**src/rtl/guess_pkg.sv**
```systemverilog
// rtl/guess_pkg.sv - shared types, status field layout and LFSR step for the guessing-game controller
package guess_pkg;

    typedef enum logic [2:0] {
        ST_IDLE       = 3'd0,
        ST_ARM        = 3'd1,
        ST_WAIT_GUESS = 3'd2,
        ST_COMPARE    = 3'd3,
        ST_WIN        = 3'd4,
        ST_LOSE       = 3'd5
    } state_t;

    typedef enum logic [1:0] {
        RES_NONE = 2'd0,
        RES_HIGH = 2'd1,
        RES_EQ   = 2'd2,
        RES_LOW  = 2'd3
    } result_t;

    // Comparator status word layout: {pad[1:0], mode[1:0], result[1:0]}
    localparam int ST_RES_LSB  = 0;
    localparam int ST_MODE_LSB = 2;
    localparam int ST_PAD_LSB  = 4;

    // Fibonacci step for x^8+x^6+x^5+x^4+1; a nonzero state never maps to zero
    function automatic logic [7:0] lfsr_next(input logic [7:0] v);
        return {v[6:0], v[7] ^ v[5] ^ v[4] ^ v[3]};
    endfunction

    // A status word is usable only with zero padding, the round's mode echoed back and a real result
    function automatic logic status_ok(input logic [5:0] st, input logic [1:0] round_mode);
        return (st[ST_PAD_LSB +: 2] == 2'b00)
            && (st[ST_MODE_LSB +: 2] == round_mode)
            && (st[ST_RES_LSB +: 2] != RES_NONE);
    endfunction

endpackage

```
**src/rtl/lfsr8.sv**
```systemverilog
// rtl/lfsr8.sv - free-running 8-bit LFSR used as the round target source
module lfsr8
    import guess_pkg::*;
(
    input  logic       clk,
    input  logic       rst_n,
    input  logic [7:0] seed,
    output logic [7:0] q
);

    logic [7:0] q_d;
    logic [7:0] q_q;

    // Next LFSR state, advanced every cycle
    always_comb begin
        q_d = lfsr_next(q_q);
    end

    // State register, reloaded with the seed on reset
    always_ff @(posedge clk or negedge rst_n) begin
        if (!rst_n) begin
            q_q <= seed;
        end else begin
            q_q <= q_d;
        end
    end

    assign q = q_q;

endmodule

```
**src/rtl/guess_ctrl.sv**
```systemverilog
// rtl/guess_ctrl.sv - round controller: target generation, guess forwarding and status decode
module guess_ctrl
    import guess_pkg::*;
#(
    parameter logic [7:0] LFSR_SEED = 8'hA5,
    parameter int         MAX_TRIES = 7
) (
    input  logic       clk,
    input  logic       rst_n,
    input  logic       start,
    input  logic [1:0] mode,
    input  logic       guess_valid,
    input  logic [7:0] guess_data,
    output logic       guess_ready,
    input  logic [5:0] status,
    output logic [7:0] rand_val,
    output logic [2:0] count,
    output logic [7:0] cmp_data,
    output logic       hint_hi,
    output logic       hint_lo,
    output logic       win,
    output logic       lose,
    output logic       err,
    output logic       busy
);

    localparam logic [2:0] MAX_CNT = 3'(MAX_TRIES);

    logic [7:0] lfsr_q;

    state_t     state_d, state_q;
    logic [1:0] mode_d, mode_q;
    logic [7:0] rand_d, rand_q;
    logic [2:0] count_d, count_q;
    logic [7:0] cmp_data_d, cmp_data_q;
    logic       hint_hi_d, hint_hi_q;
    logic       hint_lo_d, hint_lo_q;
    logic       win_d, win_q;
    logic       lose_d, lose_q;
    logic       err_d, err_q;
    logic       guess_ready_d, guess_ready_q;
    logic       busy_d, busy_q;
    result_t    res;

    lfsr8 u_lfsr (
        .clk   (clk),
        .rst_n (rst_n),
        .seed  (LFSR_SEED),
        .q     (lfsr_q)
    );

    assign res = result_t'(status[ST_RES_LSB +: 2]);

    // Round FSM next-state and next-output computation
    always_comb begin
        state_d    = state_q;
        mode_d     = mode_q;
        rand_d     = rand_q;
        count_d    = count_q;
        cmp_data_d = cmp_data_q;
        hint_hi_d  = hint_hi_q;
        hint_lo_d  = hint_lo_q;
        win_d      = win_q;
        lose_d     = lose_q;
        err_d      = 1'b0;

        case (state_q)
            ST_IDLE, ST_WIN, ST_LOSE: begin
                if (start) begin
                    state_d   = ST_ARM;
                    mode_d    = mode;
                    count_d   = 3'd0;
                    hint_hi_d = 1'b0;
                    hint_lo_d = 1'b0;
                    win_d     = 1'b0;
                    lose_d    = 1'b0;
                end
            end
            ST_ARM: begin
                rand_d  = lfsr_q;
                state_d = ST_WAIT_GUESS;
            end
            ST_WAIT_GUESS: begin
                if (guess_valid && guess_ready_q) begin
                    cmp_data_d = guess_data;
                    state_d    = ST_COMPARE;
                end
            end
            ST_COMPARE: begin
                if (!status_ok(status, mode_q)) begin
                    // Malformed word: flag it and let the player retry without a penalty
                    err_d   = 1'b1;
                    state_d = ST_WAIT_GUESS;
                end else if (res == RES_EQ) begin
                    win_d     = 1'b1;
                    hint_hi_d = 1'b0;
                    hint_lo_d = 1'b0;
                    state_d   = ST_WIN;
                end else begin
                    hint_hi_d = (res == RES_HIGH);
                    hint_lo_d = (res == RES_LOW);
                    count_d   = count_q + 3'd1;
                    if (count_d == MAX_CNT) begin
                        lose_d  = 1'b1;
                        state_d = ST_LOSE;
                    end else begin
                        state_d = ST_WAIT_GUESS;
                    end
                end
            end
            default: begin
                state_d = ST_IDLE;
            end
        endcase

        // Handshake and activity flags follow the next state so they are registered with it
        guess_ready_d = (state_d == ST_WAIT_GUESS);
        busy_d        = (state_d == ST_ARM) || (state_d == ST_WAIT_GUESS) || (state_d == ST_COMPARE);
    end

    // Round state and registered outputs
    always_ff @(posedge clk or negedge rst_n) begin
        if (!rst_n) begin
            state_q       <= ST_IDLE;
            mode_q        <= 2'd0;
            rand_q        <= 8'd0;
            count_q       <= 3'd0;
            cmp_data_q    <= 8'd0;
            hint_hi_q     <= 1'b0;
            hint_lo_q     <= 1'b0;
            win_q         <= 1'b0;
            lose_q        <= 1'b0;
            err_q         <= 1'b0;
            guess_ready_q <= 1'b0;
            busy_q        <= 1'b0;
        end else begin
            state_q       <= state_d;
            mode_q        <= mode_d;
            rand_q        <= rand_d;
            count_q       <= count_d;
            cmp_data_q    <= cmp_data_d;
            hint_hi_q     <= hint_hi_d;
            hint_lo_q     <= hint_lo_d;
            win_q         <= win_d;
            lose_q        <= lose_d;
            err_q         <= err_d;
            guess_ready_q <= guess_ready_d;
            busy_q        <= busy_d;
        end
    end

    assign rand_val    = rand_q;
    assign count       = count_q;
    assign cmp_data    = cmp_data_q;
    assign hint_hi     = hint_hi_q;
    assign hint_lo     = hint_lo_q;
    assign win         = win_q;
    assign lose        = lose_q;
    assign err         = err_q;
    assign guess_ready = guess_ready_q;
    assign busy        = busy_q;

endmodule
```
**config.mk**
```make
export PLATFORM = sky130hd
export DESIGN_NAME = guess_ctrl
export DESIGN_NICKNAME = d
export VERILOG_FILES = /design/src/rtl/guess_pkg.sv /design/src/rtl/lfsr8.sv /design/src/rtl/guess_ctrl.sv
export SDC_FILE = /design/constraint.sdc
export NUM_CORES = 1
export LEC_CHECK = 0
export CAP_MARGIN = 10
export CORE_ASPECT_RATIO = 0.75
export CORE_UTILIZATION = 50
export CTS_CLUSTER_SIZE = 14
export DETAILED_ROUTE_END_ITERATION = 16
export HOLD_SLACK_MARGIN = 0.1
export PLACE_DENSITY = 0.81
export SLEW_MARGIN = 30
export SYNTH_ARGS = -nofsm -noshare
export SYNTH_HDL_FRONTEND = slang
export SYNTH_SLANG_ARGS = --single-unit
```
**constraint.sdc**
```tcl
create_clock -name clk -period 3.3 [get_ports clk]
set_input_delay 0.495 -clock clk [delete_from_list [all_inputs] [get_ports clk]]
set_output_delay 0.495 -clock clk [all_outputs]
set_load 0.02 [all_outputs]
```
==> metrics.csv <==
metric,value,unit
firstDrtPassIters,4,
synth_seq_cells,39,
yosysMostFrequentCell,dfrtp_1,
cts_resized,0,
grt_pass1_vias,1121,
gp_congestion,0.802,
cts-htree-levels,2,
ys_types,37,
synth_top_area_share,53.3,%
grtUsageTotal,21.1,%
clockBufferDepth,2,
ioPinCount,46,
hold_buffers,0,
antennaDiodeCount,0,
slew_headroom,45.4,%
rsz0062_at_grt,false,
reg2reg_depth,4,
hold_viol_final,0,
crit_fanout,6,
yosys-top-cells-area,"dfrtp_1, mux2_2, dfstp_2, nor2_1, xor2_1",
sw_frac_of_total,33.3,%
crit_type,primary input to register,
rows,17,
finalWirelength,3320,µm
cts_tree,yes,
clk_latency,290,ps
ant_nets,0,
post_cts_buffers,0,
core,3040,µm²
numPortBuffers,45,
mappedNetlistArea,1640,µm²
synth_edf_count,0,
die_w,68.2,µm
start_util,54.0,%
path_clk_slew,70,ps
drcViolationCount,0,
vdd_drop_max,0.398,mV
fin_worst_skew,4.06,ps
arrival,2340,ps
drive_gt1_share,19.2,%
yosysSeqAreaShare,59.7,%
critPathLaunchType,primary input,
fin_area,2240,µm²
p_leak,0.967,nW
syn2layout_area_growth,36.4,%
status,finished clean,
dieArea,3520,µm²
grt_pass1_wl,5270,µm
holdCritPathClass,primary input to asynchronous set/reset pin,
dp_hpwl,2330,µm
fin_crit_sh,66.1,%
synth.avg_cell_area,12.9,µm²
setup-tns-final,0,ps
p_clk_share,23.8,%
fin_nets,198,
drv_cap,0,
avgRoutedWirePerCell,15.5,µm
p_comb_share,37.0,%
root_buffer,clkbuf_8,
min_period,2180,ps
intPower,0.00113,W
cts-buffers-inserted,5,
grt_max_degree,40,
powerDensity,759,nW/µm²
finalPower,0.00170,W
yosysTopAreaCell,dfrtp_1,
fp.dieH,51.6,µm
cts.sinks,39,
place_area,2120,µm²
synthFlopType,dfrtp_1,
crit_required,3460,ps
synth.net_count,149,
slew_violations,0,
drtIter0Drc,133,
vias,1172,
overflow,0,
power.switching,0.000566,W
seqPwrFrac,39.2,%
max_freq,458,MHz
fin_util,73.7,%
endpoint_kind,register,
antenna_found_initial,0,
synthArstFlopShare,100,%
synthTopCellsByCount,"dfrtp_1, mux2_2, nor2_1",
via_per_inst,5.45,
syn_inst,127,
fillers,196,
yosysWarnings,0,
max_slew.worst_pin.slew,818,ps
setup_viol_count_final,0,
## state kept, by name (all words and copies together) (netlist names)
signal	flops
err	1
cmp_data	8
win	1
mode_q	2
guess_ready	1
state_q	3
count	3
busy	1
rand_val	8
u_lfsr.q	8
lose	1
hint_lo	1
hint_hi	1
## layer usage
layer | GRT usage, % | part of all wire (%)
met4 | 7.29 | 1.5
met5 | 0 | 0
met1 | 29.3 | 48
met2 | 31.4 | 46
met3 | 6.14 | 5.0
## kinds of logic (layout without fill, tap and decap cells)
group,count (synthesis),after routing,share of synthesized area [%]
fa+ha+maj,2,2,1.52
xor+xnor,7,7,3.73
compound gates,18,18,8.07
simple gates,34,34,11.7
mux,20,20,13.6
flops,39,39,59.7
buf+inv,7,57,1.68
## critical path, cell delays in order
cell,delay [ps]
clkdlybuf4s50_1,390
or2_4,250
or4_1,640
a221oi_1,450
nor2_1,100
## cell usage in the layout (no fill, tap or decap), types with 2 or more instances in the layout
master,synthesis,routed
o211ai_1,2,2
clkbuf_8,0,6
dfrtp_1,35,35
xnor2_1,3,3
mux2_2,18,18
xor2_1,4,4
dfstp_2,4,4
nand3_1,5,5
nand2b_1,2,2
o21ai_0,4,4
o32a_1,2,2
nand2_1,7,7
clkdlybuf4s50_1,0,44
mux2i_1,2,2
ha_1,2,2
nor2_1,10,10
inv_1,4,4
## area by class of cell
class	count	area (µm²)	area share, %
clock buffer	6	82.6	3.69
clock inverter	2	35.0	1.56
inverter	4	15.0	0.670
multi-input combinational	81	634	28.3
sequential	39	981	43.8
tap	38	47.5	2.12
timing repair buffer	45	445	19.9
## power groups by stage
stage	logic, W	clock network (W)	registers, W
after floorplan	0.000286	0	0.000749
after global placement	0.000607	0	0.000663
after detailed placement	0.000622	0	0.000673
after CTS	0.000631	0.000409	0.000666
after global routing	0.000675	0.000436	0.000680
final	0.000629	0.000405	0.000667
## path summary, 6_finish.rpt
path                                  startpoint                     to  slack (ps)
setup / recovery                       status[5]  guess_ready$_DFF_PN0_        1120
hold / removal                             rst_n    hint_hi$_DFFE_PN0P_         300
setup reg to reg           mode_q[0]$_DFFE_PN0P_  guess_ready$_DFF_PN0_        1420
hold reg to reg            u_lfsr.q[6]$_DFF_PN0_  u_lfsr.q[7]$_DFF_PN1_         380
max in group asynchronous                  rst_n   count[1]$_DFFE_PN0P_        2490
min in group clk           u_lfsr.q[6]$_DFF_PN0_  u_lfsr.q[7]$_DFF_PN1_         380
## through the flow
stage / cells / hold slack, ps / setup WS [ps]
floorplan: 127 / 199 / 1300
global placement: 207 / 354 / 851
detailed placement: 207 / 359 / 827
CTS: 215 / 329 / 1130
global route: 215 / 365 / 1070
finish: 215 / 298 / 1120
Note: power is estimated with default switching activity, not from simulation.
